## src/rtl/nibble_serial_add_ctrl.sv

```systemverilog
// nibble_serial_add_ctrl
// Sequences a W-bit add/subtract (W = 4*NIBBLES) through one shared external
// 4-bit ripple-carry adder, one nibble per clock, LSB first. The carry between
// nibbles is held in a register. The adder input drives are registered, so each
// RUN cycle presents a stable nibble pair plus carry for the whole cycle.
// Optional macro SIGNED_OVF_EN adds the registered signed-overflow output ovf.
module nibble_serial_add_ctrl #(
  parameter int NIBBLES = 4
) (
  input  logic                   clk,
  input  logic                   rst_n,
  input  logic                   start,
  input  logic                   sub,
  input  logic                   cin_in,
  input  logic [4*NIBBLES-1:0]   op_a,
  input  logic [4*NIBBLES-1:0]   op_b,
  output logic [3:0]             add_a,
  output logic [3:0]             add_b,
  output logic                   add_cin,
  input  logic [3:0]             add_sum,
  input  logic                   add_cout,
  output logic                   busy,
  output logic                   done,
  output logic [4*NIBBLES-1:0]   result,
  output logic                   cout
`ifdef SIGNED_OVF_EN
  ,
  output logic                   ovf
`endif
);

  localparam int W    = 4 * NIBBLES;
  localparam int IDXW = $clog2(NIBBLES);
  localparam logic [IDXW-1:0] LAST_IDX = IDXW'(NIBBLES - 1);

  localparam logic [1:0] ST_IDLE = 2'd0;
  localparam logic [1:0] ST_RUN  = 2'd1;
  localparam logic [1:0] ST_DONE = 2'd2;

  // Nibble i of a W-bit vector.
  function automatic logic [3:0] nib_sel(input logic [W-1:0] v, input logic [IDXW-1:0] i);
    nib_sel = v[{i, 2'b00} +: 4];
  endfunction

  logic [1:0]      state_r,   state_s;
  logic [IDXW-1:0] idx_r,     idx_s;
  logic [IDXW-1:0] idx_inc_s;
  logic            carry_r,   carry_s;
  logic [W-1:0]    a_r,       a_s;
  logic [W-1:0]    b_r,       b_s;
  logic            sub_r,     sub_s;
  logic [W-1:0]    shadow_r,  shadow_s;
  logic [W-1:0]    result_r,  result_s;
  logic            cout_r,    cout_s;
  logic            busy_r,    busy_s;
  logic            done_r,    done_s;
  logic [3:0]      add_a_r,   add_a_s;
  logic [3:0]      add_b_r,   add_b_s;
  logic            add_cin_r, add_cin_s;
  logic            ovf_r,     ovf_s;
  logic            msb_cin_s;

  assign idx_inc_s = idx_r + IDXW'(1);
  // Carry into the top bit of the final nibble, recovered from the sum bit.
  assign msb_cin_s = add_sum[3] ^ add_a_r[3] ^ add_b_r[3];

  // Next-state and next-output computation for the sequencer.
  always_comb begin
    state_s   = state_r;
    idx_s     = idx_r;
    carry_s   = carry_r;
    a_s       = a_r;
    b_s       = b_r;
    sub_s     = sub_r;
    shadow_s  = shadow_r;
    result_s  = result_r;
    cout_s    = cout_r;
    busy_s    = busy_r;
    done_s    = 1'b0;
    add_a_s   = add_a_r;
    add_b_s   = add_b_r;
    add_cin_s = add_cin_r;
    ovf_s     = ovf_r;
    case (state_r)
      ST_IDLE: begin
        if (start) begin
          a_s       = op_a;
          b_s       = op_b;
          sub_s     = sub;
          carry_s   = sub ? 1'b1 : cin_in;
          idx_s     = {IDXW{1'b0}};
          add_a_s   = op_a[3:0];
          add_b_s   = op_b[3:0] ^ {4{sub}};
          add_cin_s = sub ? 1'b1 : cin_in;
          busy_s    = 1'b1;
          state_s   = ST_RUN;
        end else begin
          add_a_s   = 4'h0;
          add_b_s   = 4'h0;
          add_cin_s = 1'b0;
        end
      end
      ST_RUN: begin
        shadow_s[{idx_r, 2'b00} +: 4] = add_sum;
        carry_s = add_cout;
        idx_s   = idx_inc_s;
        if (idx_r == LAST_IDX) begin
          result_s  = shadow_s;
          cout_s    = add_cout;
          ovf_s     = msb_cin_s ^ add_cout;
          busy_s    = 1'b0;
          done_s    = 1'b1;
          add_a_s   = 4'h0;
          add_b_s   = 4'h0;
          add_cin_s = 1'b0;
          state_s   = ST_DONE;
        end else begin
          add_a_s   = nib_sel(a_r, idx_inc_s);
          add_b_s   = nib_sel(b_r, idx_inc_s) ^ {4{sub_r}};
          add_cin_s = add_cout;
        end
      end
      ST_DONE: begin
        idx_s   = {IDXW{1'b0}};
        state_s = ST_IDLE;
      end
      default: begin
        state_s   = ST_IDLE;
        idx_s     = {IDXW{1'b0}};
        busy_s    = 1'b0;
        add_a_s   = 4'h0;
        add_b_s   = 4'h0;
        add_cin_s = 1'b0;
      end
    endcase
  end

  // State and output registers; reset abandons any operation in flight.
  always_ff @(posedge clk or negedge rst_n) begin
    if (!rst_n) begin
      state_r   <= ST_IDLE;
      idx_r     <= {IDXW{1'b0}};
      carry_r   <= 1'b0;
      a_r       <= {W{1'b0}};
      b_r       <= {W{1'b0}};
      sub_r     <= 1'b0;
      shadow_r  <= {W{1'b0}};
      result_r  <= {W{1'b0}};
      cout_r    <= 1'b0;
      busy_r    <= 1'b0;
      done_r    <= 1'b0;
      add_a_r   <= 4'h0;
      add_b_r   <= 4'h0;
      add_cin_r <= 1'b0;
      ovf_r     <= 1'b0;
    end else begin
      state_r   <= state_s;
      idx_r     <= idx_s;
      carry_r   <= carry_s;
      a_r       <= a_s;
      b_r       <= b_s;
      sub_r     <= sub_s;
      shadow_r  <= shadow_s;
      result_r  <= result_s;
      cout_r    <= cout_s;
      busy_r    <= busy_s;
      done_r    <= done_s;
      add_a_r   <= add_a_s;
      add_b_r   <= add_b_s;
      add_cin_r <= add_cin_s;
      ovf_r     <= ovf_s;
    end
  end

  assign add_a   = add_a_r;
  assign add_b   = add_b_r;
  assign add_cin = add_cin_r;
  assign busy    = busy_r;
  assign done    = done_r;
  assign result  = result_r;
  assign cout    = cout_r;

`ifdef SIGNED_OVF_EN
  assign ovf = ovf_r;
`else
  logic unused_ovf_s;
  assign unused_ovf_s = ovf_r ^ msb_cin_s;
`endif

endmodule

```

## config.mk

```make
export PLATFORM = sky130hd
export DESIGN_NAME = nibble_serial_add_ctrl
export DESIGN_NICKNAME = d
export VERILOG_FILES = /design/src/rtl/nibble_serial_add_ctrl.sv
export SDC_FILE = /design/constraint.sdc
export NUM_CORES = 1
export LEC_CHECK = 0
export ABC_CLOCK_PERIOD_IN_PS = 2200
export BUFFER_PORTS_ARGS = -buffer_cell sky130_fd_sc_hd__buf_2
export CORE_ASPECT_RATIO = 2
export CORE_MARGIN = 2
export CORE_UTILIZATION = 57
export CTS_BUF_LIST = sky130_fd_sc_hd__clkbuf_8
export DETAILED_ROUTE_END_ITERATION = 10
export HOLD_SLACK_MARGIN = 0.08
export PLACE_DENSITY = 0.87
export SETUP_SLACK_MARGIN = 0.15
export SLEW_MARGIN = 10
export SYNTH_ARGS = -nofsm -noshare
export SYNTH_HDL_FRONTEND = slang
export SYNTH_SLANG_ARGS = --single-unit
```

## constraint.sdc

```tcl
create_clock -name clk -period 2.2 [get_ports clk]
set_input_delay 0.44 -clock clk [delete_from_list [all_inputs] [get_ports clk]]
set_output_delay 0.44 -clock clk [all_outputs]
set_load 0.05 [all_outputs]
```

==> key figures, run 1 <==
Pwr
  – PwrDens: 1492 nW/µm²
  – Total power: 6394 µW
  – Leak pwr: 0.002012 µW
  – Worst-case vdd ir drop: 0.0009131 V

Floorplan
  – Io pins: 70
  – Die extent in y: 118.1 µm
  – Die footprint: 7206 µm²
  – Floorplan Core Area: 6310 µm²
  – Rows: 41
  – Initial standard-cell utilization of the core: 58.77%
  – Die width: 61.04 µm

Layout
  – Area grow syn2layout: 15.55%
  – Final-layout fill cell count: 500
  – Antenna diode instance count: 0
  – Layout cells sized above 1: 35.26%
  – Post-layout util: 67.92%
  – Final net count: 408
  – Summed area of non-filler cells in the final layout: 4285 µm²

GRT
  – Vias in the first global route: 2616
  – Global-route total usage across every layer: 23.36%
  – Pin count of the biggest net entering global routing: 45
  – GR Overflow Total: 0
  – First-pass GRT wire length: 12360 µm
  – Initial antenna violation count: 0

Timing
  – Sum Neg Setup Slack: 0 ps
  – Slew of the pin with the lowest slew margin: 496.6 ps
  – Final period util: 82.48%
  – Worst Skew: 8.342 ps
  – Unrepaired setup endpoints after global routing: false
  – Count of endpoints failing setup in the final report: 0
  – Slew HR: 66.89%
  – Number of endpoints with negative hold slack in the final report: 0
  – Highest clock frequency the design can meet: 0.5511 GHz
  – Time the worst path needs with I/O delays and setup: 1815 ps
  – Count of final max-slew check failures: 0

Critical path
  – Startpoint type of the worst setup path: flop
  – Critical Path End Type: flop
  – Worst setup path category: reg2reg
  – CP required: 2470 ps
  – Worst Path Max Fanout: 12
  – Arrival time of data at the critical path endpoint: 2080 ps

Drt
  – Total Routed Length: 7342 µm
  – DRT antenna net count: 0
  – Met2 WL post-DR: 4136 µm
  – Number of design rule violations left after detail routing: 0
  – DRC marker count from the first detailed-route iteration: 90
  – Highest metal layer with signal wires: met4
  – First-pass iteration count of the detailed router: 4
  – M1 wire length: 2650 µm
  – Detailed route wirelength on metal3: 309 µm
  – Detailed-route vias per instance: 5.664
  – Detailed-route wire length per cell: 16.35 µm
  – Via count of the routed design: 2543

Logic synthesis
  – Dominant register cell in the synthesized netlist: sky130_fd_sc_hd__dfrtp_1
  – Leading area contributor after synthesis: sky130_fd_sc_hd__dfrtp_1
  – Post-synth cell types: 32
  – Total of warnings raised by yosys: 0
  – Number of enable flip-flop cells after synthesis: 0
  – Cell types occupying the most area after synthesis: sky130_fd_sc_hd__dfrtp_1, sky130_fd_sc_hd__mux2_2, sky130_fd_sc_hd__mux4_1
  – Most frequent cell after synthesis: sky130_fd_sc_hd__dfrtp_1
  – Cell area after synthesis: 3709 µm²
  – Average footprint of a synthesized cell: 12.66 µm²
  – Synthesis-stage register bit count: 81
  – Post-synthesis cell count: 293
  – Fraction of synthesis flops using an asynchronous set or reset pin: 100.0%
  – Net count after synthesis: 341
  – Synth top area share: 54.66%
  – Part of the Yosys area used for sequential elements: 54.66%
  – Commonest cells in the netlist: sky130_fd_sc_hd__dfrtp_1, sky130_fd_sc_hd__mux2_2, sky130_fd_sc_hd__nand2_1

Clocking
  – Clk pin slew, worst setup/hold paths: 70 ps
  – Number of clock sinks: 81
  – TritonCTS clock tree: done
  – Total clock buffers created by CTS: 9
  – Root buf cell: sky130_fd_sc_hd__clkbuf_8
  – Post-CTS setup buffer count: 0
  – Longest Clk Path Bufs: 2
  – CTS H-tree lvls: 3
  – Clock latency on the worst-skew pair: 350 ps

Place
  – Count of buffers inserted at the top-level ports: 69
  – Post-Place Cell Area: 4129 µm²
  – Placed wire-length estimate after detailed placement: 5404 µm
  – Weighted congestion reported at the end of routability-driven placement: 0.7495

Run status
  – Status: finished clean

Hold path
  – Min-delay worst type: in2reg

Run
  – Max Cap Violations: 0
-- metrics by stage --
stage / instances / setup slack, ps / hold WS (ps)
5_1_grt: 449 / 199.7 / 313.8
6_report: 449 / 385.4 / 312.0
3_3_place_gp: 434 / 367.4 / 433.4
2_1_floorplan: 293 / 342.3 / 144.4
3_5_place_dp: 434 / 277.9 / 439.7
4_1_cts: 449 / 283.5 / 295.0
-- state kept, by name, summed over array words and instances, names as in the netlist, 2 cells and up --
register,flops
a_r,16
add_a,4
result,16
shadow_r,16
b_r,16
idx_r,2
add_b,4
state_r,2
-- where the power goes --
group          internal (µW)  switching [µW]  total (µW)
clock                    379             479         858
combinational           1280            1760        3050
sequential              2120             369        2490
-- final timing paths --
kind	start	end	slack (ps)	depth (start not counted)
worst max-delay path	idx_r[1]$_DFFE_PN0P_	shadow_r[9]$_DFFE_PN0P_	390	6
worst min-delay path	op_b[7]	b_r[7]$_DFFE_PN0P_	310	2
worst max register to register	idx_r[1]$_DFFE_PN0P_	shadow_r[9]$_DFFE_PN0P_	390	6
worst min register to register	result[5]$_DFFE_PN0P_	result[5]$_DFFE_PN0P_	470	2
max in group asynchronous	rst_n	result[10]$_DFFE_PN0P_	1010	3
min in group asynchronous	rst_n	shadow_r[2]$_DFFE_PN0P_	600	2
-- layer usage --
layer / up-vias / track usage, %
li1: 1201 / -
met2: 77 / 39.63
met5: - / 0
met4: 0 / 12.23
met1: 1249 / 25.97
met3: 16 / 4.725
-- layout by cell type, fill, tap and decap left out, types with 4 or more instances in the layout --
cell and count:
sky130_fd_sc_hd__dfrtp_1 81, sky130_fd_sc_hd__buf_2 68, sky130_fd_sc_hd__mux2_2 32, sky130_fd_sc_hd__nand2_1 28, sky130_fd_sc_hd__o21ai_0 19, sky130_fd_sc_hd__inv_1 16
sky130_fd_sc_hd__a32o_1 12, sky130_fd_sc_hd__a32oi_1 12, sky130_fd_sc_hd__a22oi_1 9, sky130_fd_sc_hd__clkbuf_8 9, sky130_fd_sc_hd__o22ai_1 8, sky130_fd_sc_hd__buf_4 8
sky130_fd_sc_hd__mux4_1 7, sky130_fd_sc_hd__nor2b_1 6, sky130_fd_sc_hd__nor2_1 5, sky130_fd_sc_hd__ha_1 5, sky130_fd_sc_hd__a21oi_1 4, sky130_fd_sc_hd__xor2_1 4
sky130_fd_sc_hd__xnor2_1 4, sky130_fd_sc_hd__o2bb2ai_1 4
-- area by class of cell --
| type | instances | area, µm² | area share, % |
|---|---|---|---|
| clock buffers | 9 | 123.9 | 2.891 |
| clock inverters | 5 | 20.02 | 0.4672 |
| inverters | 12 | 45.04 | 1.051 |
| multi-input cells | 177 | 1511 | 35.27 |
| flip-flops and latches | 81 | 2027 | 47.30 |
| well taps | 86 | 107.6 | 2.511 |
| repair buffers | 79 | 450.4 | 10.51 |
-- cell families (layout without fill, tap and decap cells) --
kind of cell,count (synthesis),in the layout,synth area share [%]
multiplexers,43,43,16.16
adder cells (fa/ha/maj),6,6,2.024
AO/OA/AOI/OAI,69,69,13.50
flip-flops,81,81,54.66
AND/OR/NAND/NOR,51,51,7.051
XOR/XNOR,8,8,1.889
buffers and inverters,35,105,4.723
-- worst max-delay path, stage by stage (launching register included) --
cell and delay (ps):
sky130_fd_sc_hd__dfrtp_1 420, sky130_fd_sc_hd__inv_1 110, sky130_fd_sc_hd__ha_2 510, sky130_fd_sc_hd__nor3b_2 240, sky130_fd_sc_hd__buf_4 190, sky130_fd_sc_hd__nand2_1 110
sky130_fd_sc_hd__o2bb2ai_1 160
-- timing repair --
action / in CTS / in global routing
hold endpoints to repair: 37 / 0
resized for setup: 0 / 1
hold buffers: 1 / 0
setup endpoints to repair: 0 / 10
No activity file was read; power rests on OpenSTA's default activity.
==> inputs of run 2 (changes only) <==
--- a/config.mk
+++ b/config.mk
@@ -5,7 +5,7 @@
 export SDC_FILE = /design/constraint.sdc
 export NUM_CORES = 1
 export LEC_CHECK = 0
-export ABC_CLOCK_PERIOD_IN_PS = 2200
+export ABC_CLOCK_PERIOD_IN_PS = 1700
 export BUFFER_PORTS_ARGS = -buffer_cell sky130_fd_sc_hd__buf_2
 export CORE_ASPECT_RATIO = 2
 export CORE_MARGIN = 2
==> constraint.sdc (replaced) <==
create_clock -name clk -period 1.7 [get_ports clk]
set_input_delay 0.34 -clock clk [delete_from_list [all_inputs] [get_ports clk]]
set_output_delay 0.34 -clock clk [all_outputs]
set_load 0.05 [all_outputs]
==> key figures, run 2 (synthesized netlist as in run 1, its figures left out) <==
GRT
  – Initial antenna violation count: 0
  – Vias in the first global route: 2804
  – Global-route total usage across every layer: 25.36%
  – First-pass GRT wire length: 13340 µm
  – GR Overflow Total: 0
  – Gr busiest metal: met2
  – Met1 track demand over resource: 27.18%
  – Pin count of the biggest net entering global routing: 41
  – Met3 layer usage reported by global route: 6.154%
  – Met2 usage: 43.15%

Timing
  – Slew of the pin with the lowest slew margin: 298.9 ps
  – Worst Skew: 6.827 ps
  – Count of final max-slew check failures: 0
  – Time the worst path needs with I/O delays and setup: 1634 ps
  – Final period util: 96.14%
  – Sum Neg Setup Slack: 0 ps
  – Slew HR: 80.08%
  – Count of endpoints failing setup in the final report: 0
  – Number of endpoints with negative hold slack in the final report: 0
  – Highest clock frequency the design can meet: 0.6119 GHz
  – Worst path setup slack after routing: 65.66 ps
  – Unrepaired setup endpoints after global routing: true

Clocking
  – Number of clock sinks: 81
  – Clock latency on the worst-skew pair: 370 ps
  – CTS H-tree lvls: 3
  – TritonCTS clock tree: done
  – Root buf cell: sky130_fd_sc_hd__clkbuf_8
  – Total clock buffers created by CTS: 9
  – Clk pin slew, worst setup/hold paths: 70 ps
  – Longest Clk Path Bufs: 2

Floorplan
  – Rows: 41
  – Die extent in y: 118.1 µm
  – Die width: 61.04 µm
  – Die footprint: 7206 µm²
  – Floorplan Core Area: 6310 µm²
  – Initial standard-cell utilization of the core: 58.77%
  – Io pins: 70

Layout
  – Layout cells sized above 1: 44.03%
  – Final net count: 420
  – Area grow syn2layout: 24.33%
  – Post-layout util: 73.07%
  – Count of non-filler cells in the finished layout: 463
  – Commonest non-fill, non-tap cells in the layout: sky130_fd_sc_hd__dfrtp_1, sky130_fd_sc_hd__buf_2, sky130_fd_sc_hd__mux2_2
  – Most frequent standard cell in the layout excluding fill and tap cells: sky130_fd_sc_hd__dfrtp_1
  – Antenna diode instance count: 0

Pwr
  – Share of total power in the clock network: 15.4%
  – Share of total power in combinational logic: 49.9%
  – Sw Ratio: 40.04%
  – PwrDens: 2053 nW/µm²
  – Leak pwr: 0.002137 µW
  – Worst-case vdd ir drop: 0.001383 V
  – Cell internal power dissipation: 5676 µW
  – Net switching power: 3790 µW
  – Flop pwr share: 34.6%

Critical path
  – Critical Path End Type: flop
  – Worst setup path category: reg2reg
  – CP peak stage delay: 460 ps
  – Worst Path Max Fanout: 6
  – Arrival time of data at the critical path endpoint: 1880 ps
  – CP required: 1940 ps
  – Standard cell with the maximum stage delay on the critical path: sky130_fd_sc_hd__dfrtp_2
  – Startpoint type of the worst setup path: flop
  – Cell-by-cell trace of the critical path: inv_6 -> ha_4 -> buf_6 -> mux4_2 -> xnor2_1 -> o22ai_1

Drt
  – DRC marker count from the first detailed-route iteration: 134
  – Total Routed Length: 8363 µm
  – Detailed-route vias per instance: 5.890
  – Via count of the routed design: 2727
  – Detailed-route wire length per cell: 18.06 µm
  – DRT antenna net count: 0
  – Number of design rule violations left after detail routing: 0
  – First-pass iteration count of the detailed router: 4

Place
  – Weighted congestion reported at the end of routability-driven placement: 0.8083
  – Placed wire-length estimate after detailed placement: 5791 µm
  – Worst setup slack after placement: 56.24 ps
  – Count of placed standard cells including taps: 439
  – Count of buffers inserted at the top-level ports: 69

Run
  – Max Cap Violations: 0

Run status
  – Status: finished clean

Hold path
  – Min-delay worst type: in2reg
run 2: stage by stage:
stage / area (µm²) / hold WS, ps / total power, µW
after floorplan: 3780 / 44.41 / 6493
after global placement: 4238 / 243.2 / 7317
after detailed placement: 4238 / 245.5 / 7522
after CTS: 4527 / 187.8 / 9195
after global routing: 4611 / 193.2 / 9958
final: 4611 / 203.2 / 9466
run 2: layout make-up:
class / instances / area, µm²
clock buffer: 12 / 165.2
multi-input combinational: 177 / 1628
sequential: 81 / 2029
tap: 86 / 107.6
fill: 416 / 1699
timing repair buffer: 91 / 588.1
inverter: 12 / 50.05
clock inverter: 4 / 42.54
run 2: critical path, delay by kind of cell, from the launching register on:
| family | cells | cell delay (ps) |
|---|---|---|
| xor+xnor | 1 | 170 |
| fa+ha+maj | 1 | 320 |
| buf+inv | 2 | 180 |
| compound gates | 1 | 80 |
| mux | 1 | 290 |
| flops | 1 | 460 |
run 2: per-layer routing:
metal	wire (µm)	vias to the layer above	share of wire, %
li1	-	1232	-
met1	2878	1378	34
met2	4838	92	58
met3	401	25	4.8
met4	244	0	2.9
met5	0	-	0
run 2: final timing paths:
path,startpoint,to,slack [ps],cells after the start
worst max-delay path,idx_r[0]$_DFFE_PN0P_,add_b[2]$_DFFE_PN0N_,70,6
worst min-delay path,op_a[11],a_r[11]$_DFFE_PN0P_,200,2
worst max register to register,idx_r[0]$_DFFE_PN0P_,add_b[2]$_DFFE_PN0N_,70,6
worst min register to register,result[15]$_DFFE_PN0P_,result[15]$_DFFE_PN0P_,480,2
max in group asynchronous,rst_n,idx_r[0]$_DFFE_PN0P_,780,3
min in group asynchronous,rst_n,shadow_r[3]$_DFFE_PN0P_,400,2
run 2: what timing repair did:
item / CTS / global route
hold buffers: 1 / 0
setup buffers: 5 / 2
pin swaps: 2 / 9
endpoints found under the setup margin: 40 / 40
endpoints found under the hold margin: 18 / 0
gates resized for setup: 8 / 18
run 2: power by group through the flow:
stage                     Sequential, µW  Combinational, µW  Clock [µW]
after floorplan                     3910               2590           0
after global placement              3230               4080           0
after detailed placement            3290               4230           0
after CTS                           3250               4460        1480
after global routing                3370               5030        1550
final                               3280               4730        1460
